--- config.mk ---
export PLATFORM = sky130hd
export DESIGN_NAME = sweep_cnt
export DESIGN_NICKNAME = d
export VERILOG_FILES = /design/src/rtl/sweep_pkg.sv /design/src/rtl/sweep_cnt.sv
export SDC_FILE = /design/constraint.sdc
export NUM_CORES = 1
export LEC_CHECK = 0
export ABC_AREA = 1
export CAP_MARGIN = 5
export CELL_PAD_IN_SITES_DETAIL_PLACEMENT = 1
export CELL_PAD_IN_SITES_GLOBAL_PLACEMENT = 1
export CORE_AREA = 2 2 39 41
export DETAILED_ROUTE_END_ITERATION = 10
export DIE_AREA = 0 0 41 43
export PLACE_DENSITY_LB_ADDON = 0.2
export SLEW_MARGIN = 20
export SYNTH_ARGS = -nofsm -noshare
export SYNTH_HDL_FRONTEND = slang
export SYNTH_SLANG_ARGS = --single-unit
--- constraint.sdc ---
create_clock -name clk -period 1.5 [get_ports clk]
set_input_delay 0.375 -clock clk [delete_from_list [all_inputs] [get_ports clk]]
set_output_delay 0.375 -clock clk [all_outputs]
set_load 0.01 [all_outputs]
--- src/rtl/sweep_pkg.sv ---
// Shared types for the exhaustive input-sweep checker: FSM state encoding
// and the counter-width helper used to size the settle counter.
package sweep_pkg;

  typedef enum logic [1:0] {
    IDLE  = 2'd0,
    SWEEP = 2'd1,
    DONE  = 2'd2
  } state_t;

  // Width needed to count 0..n-1, never less than one bit.
  function automatic int cnt_width(input int n);
    return (n <= 2) ? 1 : $clog2(n);
  endfunction

endpackage

--- src/rtl/sweep_cnt.sv ---
// Combined settle/vector counter: holds each vector for SETTLE_CYC cycles
// and flags the edge that ends each hold plus the final vector of a sweep.
module sweep_cnt
  import sweep_pkg::*;
#(
  parameter int N_IN       = 4,
  parameter int SETTLE_CYC = 1
) (
  input  logic            clk,
  input  logic            rst_n,
  input  logic            clear,
  input  logic            run,
  output logic [N_IN-1:0] vec,
  output logic            sample,
  output logic            last
);

  localparam int HW = cnt_width(SETTLE_CYC);

  logic [HW-1:0] hold;

  assign sample = run && (hold == HW'(SETTLE_CYC - 1));
  assign last   = (vec == '1);

  // The vector index wraps naturally to 0 after the final sample.
  always_ff @(posedge clk or negedge rst_n) begin
    if (!rst_n) begin
      hold <= '0;
      vec  <= '0;
    end else if (clear) begin
      hold <= '0;
      vec  <= '0;
    end else if (run) begin
      if (sample) begin
        hold <= '0;
        vec  <= vec + 1'b1;
      end else begin
        hold <= hold + 1'b1;
      end
    end
  end

endmodule

==> impl_table.tex, run 1 <==
\begin{tabular}{lr}
\hline
Metric & Value \\
\hline
\multicolumn{2}{l}{\textbf{CTS}} \\
\quad CTS tree & built \\
\quad CTS root buf & clkbuf\_4 \\
\quad Longest Clk Path Bufs & 2 \\
\quad CTS H-tree depth & 1 \\
\quad Num CTS Buffers & 3 \\
\quad Worst-Skew Late Latency & 0.25 ns \\
\quad Clock sink count & 5 \\
\quad Clock-pin slew of the registers on the worst-case setup and hold paths & 0.05 ns \\
\quad Count of hold-fix buffers inserted at cts & 0 \\
\multicolumn{2}{l}{\textbf{Logic synthesis}} \\
\quad Combinational family with the most area after synthesis & simple AND/OR/NAND/NOR gates \\
\quad Post-synthesis share of cell area spent on full adders, half adders and majority gates & 0.0500 \\
\quad Simple-gate portion of the synthesized area & 0.370 \\
\quad XOR/XNOR Fraction of Synth Area & 0 \\
\quad Proportion of synthesized area in mux cells & 0 \\
\quad Yosys cell types & 11 \\
\quad Warning count from the yosys run & 0 \\
\quad Post-Synthesis Mean Instance Area & 7.82 µm² \\
\quad Post-synthesis cell count & 32 \\
\quad Combined area of all synthesized cells & 250 µm² \\
\quad Number of nets produced by synthesis & 37 \\
\quad Number of synthesized register bits & 5 \\
\quad Sequential area share after synthesis & 0.500 \\
\quad Post-synthesis compound-gate area fraction & 0.0200 \\
\multicolumn{2}{l}{\textbf{Floorplanning}} \\
\quad Number of I/O pins & 10 \\
\quad Area enclosed by the die boundary & 1760 µm² \\
\quad Count of standard-cell rows & 14 \\
\quad Core area & 1380 µm² \\
\quad Overall die height & 43 µm \\
\quad Die width & 41 µm \\
\quad Initial Utilization & 0.181 \\
\multicolumn{2}{l}{\textbf{Worst setup path}} \\
\quad Required arrival time at the worst endpoint & 1.12 ns \\
\quad Cell at the slowest stage of the critical path & dfrtp\_1 \\
\quad Kind of cell with the highest combined delay on the critical path & flip-flops \\
\quad Type of element launching the critical path & flip-flop \\
\quad Crit end category & primary output \\
\quad Crit Path Max Fanout & 2 \\
\quad Critical path's largest stage delay & 0.35 ns \\
\quad Critical path cell sequence & ha\_2 > nand2\_2 > nor2\_1 > buf\_2 \\
\quad Worst Setup Path Type & reg -> out \\
\quad Crit path arrival time & 1.05 ns \\
\quad Number of buffer and inverter stages on the critical path & 1 \\
\multicolumn{2}{l}{\textbf{Place}} \\
\quad Port buffer count & 9 \\
\quad Detailed Place HPWL & 567 µm \\
\quad Placement-stage cell area & 390 µm² \\
\quad Final weighted congestion of routability-driven global placement & 0.698 \\
\quad Dpl cells & 61 \\
\multicolumn{2}{l}{\textbf{Finish}} \\
\quad Area of the multi-input gates & 115 µm² \\
\quad Share of final-layout standard cells stronger than drive strength 1 & 0.300 \\
\quad Number of fillers in the final layout & 168 \\
\quad Area growth from synthesis to layout & 67.5\% \\
\quad Storage element area & 125 µm² \\
\quad Number of antenna repair diodes & 0 \\
\quad Non-filler instance count after layout & 66 \\
\quad Number of nets at the end of the flow & 56 \\
\quad Layout Cell Area excl Fill & 419 µm² \\
\quad Layout Utilization & 0.303 \\
\multicolumn{2}{l}{\textbf{GRT}} \\
\quad Pin count of the biggest net entering global routing & 6 \\
\quad Global-route wire length before repair & 1.17 mm \\
\quad Initial antenna violation count & 0 \\
\quad Via count of the first global-routing pass & 310 \\
\quad Overflow left after global routing & 0 \\
\quad All-layer global routing usage & 0.110 \\
\multicolumn{2}{l}{\textbf{Power and ir drop}} \\
\quad Power Dens Cells & 866 nW/µm² \\
\quad Pleak & 0.220 nW \\
\quad Maximum resistive drop on vdd & 0.325 mV \\
\quad Total power of the final layout & 0.363 mW \\
\multicolumn{2}{l}{\textbf{Timing}} \\
\quad Final slew viol count & 0 \\
\quad Setup repair after global routing missed its margin & yes \\
\quad Rel. slew slack & 0.832 \\
\quad Maximum clock skew at final layout & 0.00327 ns \\
\quad Time the final worst path needs with I/O delays and setup & 1.43 ns \\
\quad Final setup vio count & 0 \\
\quad Worst hold slack after final layout & 0.356 ns \\
\quad Actual transition at the worst max-transition pin & 0.251 ns \\
\quad Final hold violations & 0 \\
\quad Final cycle utilization of the critical path & 0.952 \\
\quad Upper clock frequency limit & 0.700 GHz \\
\multicolumn{2}{l}{\textbf{Worst hold path}} \\
\quad Hold Path Class & in -> async \\
\multicolumn{2}{l}{\textbf{Drt}} \\
\quad First DRT Iteration DRCs & 1 \\
\quad First-pass detailed-route iteration total & 2 \\
\quad WL per Instance & 10.1 µm \\
\quad \# DRC & 0 \\
\quad Drt via density & 4.05 \\
\quad Vias & 267 \\
\quad Number of routed nets with antenna violations & 0 \\
\quad Total wire length & 665 µm \\
\multicolumn{2}{l}{\textbf{Flow run}} \\
\quad Max-cap violations & 0 \\
\multicolumn{2}{l}{\textbf{Run status}} \\
\quad Result of the run & finished clean \\
\hline
\end{tabular}
[cell type report]
cell class              instances  area share
well taps                      16      0.0478
flip-flops and latches          5       0.299
inverters                       4      0.0358
repair buffers                 14       0.281
clock buffers                   4      0.0627
multi-input cells              23       0.275
[timing repair]
action | 4_1_cts | 5_1_grt
endpoints found under the hold margin | 0 | 0
gates resized for setup | 13 | 1
pin swaps | 1 | 0
setup endpoints to repair | 6 | 1
setup buffers | 1 | 0
[placed cells by master, fill, tap and decap left out, types with 2 or more instances in the layout]
cell type	count
nor2_1	9
dfrtp_1	5
nor3_1	2
nand2_2	2
inv_1	3
buf_4	5
clkdlybuf4s50_1	2
nand2_1	6
dlygate4sd2_1	5
clkbuf_4	3
[cell usage after synthesis]
| master | number | area share |
|---|---|---|
| nand3_1 | 1 | 0.020 |
| nor3_1 | 2 | 0.040 |
| ha_1 | 1 | 0.050 |
| nor2_4 | 1 | 0.045 |
| inv_1 | 3 | 0.045 |
| dfrtp_1 | 5 | 0.50 |
| nand2_2 | 1 | 0.025 |
| o21ai_0 | 1 | 0.020 |
| nand2_1 | 7 | 0.11 |
| inv_2 | 1 | 0.015 |
| nor2_1 | 9 | 0.13 |
[per-layer routing]
layer  GRT usage  vias to the layer above  part of all wire
met5           0                        -                 0
met4       0.100                        0             0.038
met3      0.0471                        3             0.095
met2       0.156                       11              0.48
met1       0.113                      121              0.38
li1            -                      132                 -
[path summary, 6_finish.rpt]
check	startpoint	endpoint	slack (ns)	depth (start not counted)
max in group asynchronous	rst_n	hold$_DFFE_PN0P_	0.94	1
min in group clk	run	hold$_DFFE_PN0P_	0.56	3
hold / removal	rst_n	vec[2]$_DFFE_PN0P_	0.36	1
setup / recovery	vec[0]$_DFFE_PN0P_	last	0.07	4
setup reg to reg	hold$_DFFE_PN0P_	vec[3]$_DFFE_PN0P_	0.49	6
hold reg to reg	vec[3]$_DFFE_PN0P_	vec[3]$_DFFE_PN0P_	0.58	2
[sequential cells by signal, summed over array words and instances, names as in the netlist]
name  count
hold      1
vec       4
[cells by family (layout without fill, tap and decap cells)]
family          Yosys count  count (layout)
buf+inv                   4              22
flops                     5               5
fa+ha+maj                 1               1
simple gates             21              21
compound gates            1               1
[stage by stage]
| step | setup TNS [ns] | setup WS, ns |
|---|---|---|
| 6_report | 0 | 0.0721 |
| 3_3_place_gp | -0.488 | -0.403 |
| 4_1_cts | 0 | 0.0443 |
| 5_1_grt | -0.00348 | -0.00348 |
| 3_5_place_dp | -0.591 | -0.450 |
| 2_1_floorplan | 0 | 0.310 |
[where the power goes]
group / internal (mW) / total (mW) / switching (mW) / leakage, nW
clock network: 0.101 / 0.162 / 0.0613 / 0.0150
logic: 0.0304 / 0.0571 / 0.0267 / 0.137
registers: 0.140 / 0.144 / 0.00325 / 0.0677
(Power assumes the default switching activity.)
==> run 2, diff against run 1 <==
- CELL_PAD_IN_SITES_DETAIL_PLACEMENT: 1 -> not set
- CELL_PAD_IN_SITES_GLOBAL_PLACEMENT: 1 -> not set
==> run 2 against run 1 <==
Effect of this change:
- count of clock-buffer cells in the layout unchanged
- non-clock buffer count unchanged
- sequential share of layout area increased by 0.18 points
- die area unchanged
- critical path depth decreased by 2
- register-to-register slack about the same
- via count decreased by 5.6%
- routed wire length decreased by 6.2%
- critical endpoint is now vec[0]
- largest power group unchanged
==> impl_table.tex, run 2 (synthesized netlist as in run 1, its figures left out) <==
\begin{tabular}{lr}
\hline
Metric & Value \\
\hline
\multicolumn{2}{l}{\textbf{Timing}} \\
\quad Upper clock frequency limit & 0.702 GHz (+0.28\%) \\
\quad Maximum clock skew at final layout & 0.00461 ns (+0.00134 ns) \\
\quad Setup repair after global routing missed its margin & no \\
\quad Rel. slew slack & 0.826 (-0.00604) \\
\quad Total negative slack for setup checks & 0 ns (unchanged) \\
\quad Worst hold slack after final layout & 0.360 ns (+0.00325 ns) \\
\quad Actual transition at the worst max-transition pin & 0.260 ns (+0.00903 ns) \\
\quad Final WS setup & 0.0760 ns (+0.00394 ns) \\
\quad Final setup vio count & 0 (unchanged) \\
\quad Final hold violations & 0 (unchanged) \\
\quad Final slew viol count & 0 (unchanged) \\
\quad Time the final worst path needs with I/O delays and setup & 1.42 ns (-0.00394 ns) \\
\quad Final cycle utilization of the critical path & 0.949 (-0.00263) \\
\multicolumn{2}{l}{\textbf{GRT}} \\
\quad GR peak layer & met1 \\
\quad Global-route wire length before repair & 1.01 mm (-14\%) \\
\quad Pin count of the biggest net entering global routing & 6 (unchanged) \\
\quad Met1 GRT Util & 0.127 (+0.0138) \\
\quad All-layer global routing usage & 0.0927 (-0.0169) \\
\quad Initial antenna violation count & 0 (unchanged) \\
\quad Global Route met3 Usage & 0.0314 (-0.0157) \\
\quad GR Layer Usage met2 & 0.100 (-0.0562) \\
\quad Via count of the first global-routing pass & 239 (-23\%) \\
\quad Overflow left after global routing & 0 (unchanged) \\
\multicolumn{2}{l}{\textbf{Drt}} \\
\quad Number of routed nets with antenna violations & 0 (unchanged) \\
\quad First-pass detailed-route iteration total & 2 (unchanged) \\
\quad First DRT Iteration DRCs & 4 (+3) \\
\quad Total wire length & 624 µm (-6.2\%) \\
\quad Drt via density & 3.82 (-5.6\%) \\
\quad \# DRC & 0 (unchanged) \\
\quad Vias & 252 (-5.6\%) \\
\quad WL per Instance & 9.45 µm (-6.2\%) \\
\multicolumn{2}{l}{\textbf{Floorplanning}} \\
\quad Overall die height & 43 µm (unchanged) \\
\quad Count of standard-cell rows & 14 (unchanged) \\
\quad Initial Utilization & 0.181 (unchanged) \\
\quad Die width & 41 µm (unchanged) \\
\quad Area enclosed by the die boundary & 1760 µm² (unchanged) \\
\quad Core area & 1380 µm² (unchanged) \\
\quad Number of I/O pins & 10 (unchanged) \\
\multicolumn{2}{l}{\textbf{Finish}} \\
\quad Layout Cell Area excl Fill & 417 µm² (-0.60\%) \\
\quad Number of fillers in the final layout & 160 (-4.8\%) \\
\quad Number of nets at the end of the flow & 56 (unchanged) \\
\quad Largest register by flop count & vec \\
\quad Commonest non-fill, non-tap cell in the layout & nor2\_1 \\
\quad Number of flip-flops under the largest register name & 4 (unchanged) \\
\quad Area growth from synthesis to layout & 66.5\% \\
\quad Largest registers & vec x4, hold x1 \\
\quad Layout Utilization & 0.301 (-0.00181) \\
\quad Leading cell types in the layout, fill and taps excluded & nor2\_1 (9), nand2\_1 (7), dfrtp\_1 (5), dlygate4sd2\_1 (5), buf\_4 (5) \\
\quad Share of final-layout standard cells stronger than drive strength 1 & 0.280 (-0.0200) \\
\quad Number of antenna repair diodes & 0 (unchanged) \\
\quad Non-filler instance count after layout & 66 (unchanged) \\
\multicolumn{2}{l}{\textbf{Place}} \\
\quad Port buffer count & 9 (unchanged) \\
\quad Placement-stage cell area & 398 µm² (+1.9\%) \\
\quad Place WS & -0.427 ns (+0.0231 ns) \\
\quad Dpl cells & 62 (+1.6\%) \\
\quad Detailed Place HPWL & 459 µm (-19\%) \\
\quad Final weighted congestion of routability-driven global placement & 0.689 (-1.3\%) \\
\multicolumn{2}{l}{\textbf{CTS}} \\
\quad CTS root buf & clkbuf\_4 \\
\quad CTS H-tree depth & 1 (unchanged) \\
\quad Clock sink count & 5 (unchanged) \\
\quad Clock-pin slew of the registers on the worst-case setup and hold paths & 0.05 ns (about the same) \\
\quad Num CTS Buffers & 3 (unchanged) \\
\quad Worst-Skew Late Latency & 0.25 ns (about the same) \\
\quad Count of hold-fix buffers inserted at cts & 0 (unchanged) \\
\quad Longest Clk Path Bufs & 2 (unchanged) \\
\quad CTS tree & built \\
\multicolumn{2}{l}{\textbf{Worst setup path}} \\
\quad Critical path's largest stage delay & 0.38 ns (+0.03 ns) \\
\quad Critical path cell sequence & buf\_4 > dlygate4sd2\_1 \\
\quad Crit path arrival time & 1.05 ns (about the same) \\
\quad Worst Setup Path Type & reg -> out \\
\quad Crit Path Max Fanout & 3 (+1) \\
\quad Type of element launching the critical path & flip-flop \\
\quad Required arrival time at the worst endpoint & 1.12 ns (about the same) \\
\quad Crit end category & primary output \\
\quad Cell at the slowest stage of the critical path & dfrtp\_1 \\
\multicolumn{2}{l}{\textbf{Run status}} \\
\quad Result of the run & finished clean \\
\multicolumn{2}{l}{\textbf{Power and ir drop}} \\
\quad Maximum resistive drop on vdd & 0.294 mV (-9.6\%) \\
\quad Power Dens Cells & 878 nW/µm² (+1.4\%) \\
\quad Pleak & 0.220 nW (+0.12\%) \\
\quad Total power of the final layout & 0.366 mW (+0.77\%) \\
\multicolumn{2}{l}{\textbf{Flow run}} \\
\quad Max-cap violations & 0 (unchanged) \\
\multicolumn{2}{l}{\textbf{Worst hold path}} \\
\quad Hold Path Class & in -> async \\
\hline
\end{tabular}
-- run 2: cell count changes in the layout (fill, tap and decap cells not counted), sizes merged --
cell / previous run / this run
buf: 6 / 7
clkdlybuf4s15: 1 / 0
-- run 2: path summary, 6_finish.rpt --
| check | from | to | slack, ns | depth (start not counted) |
|---|---|---|---|---|
| worst max-delay path | vec[0]$_DFFE_PN0P_ | vec[0] | 0.08 | 2 |
| worst min-delay path | rst_n | vec[2]$_DFFE_PN0P_ | 0.36 | 1 |
| worst max register to register | vec[0]$_DFFE_PN0P_ | vec[1]$_DFFE_PN0P_ | 0.50 | 3 |
| max in group asynchronous | rst_n | hold$_DFFE_PN0P_ | 0.93 | 1 |
| min in group clk | run | hold$_DFFE_PN0P_ | 0.55 | 3 |
| worst min register to register | vec[3]$_DFFE_PN0P_ | vec[3]$_DFFE_PN0P_ | 0.57 | 3 |
-- run 2: area by class of cell --
class	count	area, µm²	area share
Clock buffer	4	26.3	0.0631
Tap cell	16	20.0	0.0480
Timing Repair Buffer	14	118	0.282
Sequential cell	5	125	0.300
Inverter	4	15.0	0.0360
Multi-Input combinational cell	23	113	0.270
-- run 2: critical path, delay by kind of cell, from the launching register on --
kind	cells	cell delay, ns
buffers and inverters	2	0.41
DFF	1	0.38
-- run 2: where the power goes --
group          internal [mW]  switching [mW]
Sequential             0.140         0.00322
Combinational         0.0310          0.0269
Clock                  0.101          0.0634
Total                  0.272          0.0935
-- run 2: routing by layer --
layer / up-vias / share of wire
li1: 133 / -
met3: 2 / 0.080
met4: 0 / 0.016
met1: 106 / 0.48
met5: - / 0
met2: 11 / 0.42
-- run 2: timing repair --
action / 4_1_cts / 5_1_grt
setup endpoints to repair: 6 / 0
resized for setup: 15 / 0
setup buffers: 0 / 0
==> run 3, diff against run 2 <==
- REMOVE_ABC_BUFFERS: not set -> 1
==> results of run 3 <==
No change in the layout: final DEF, timing and power equal those of run 2.
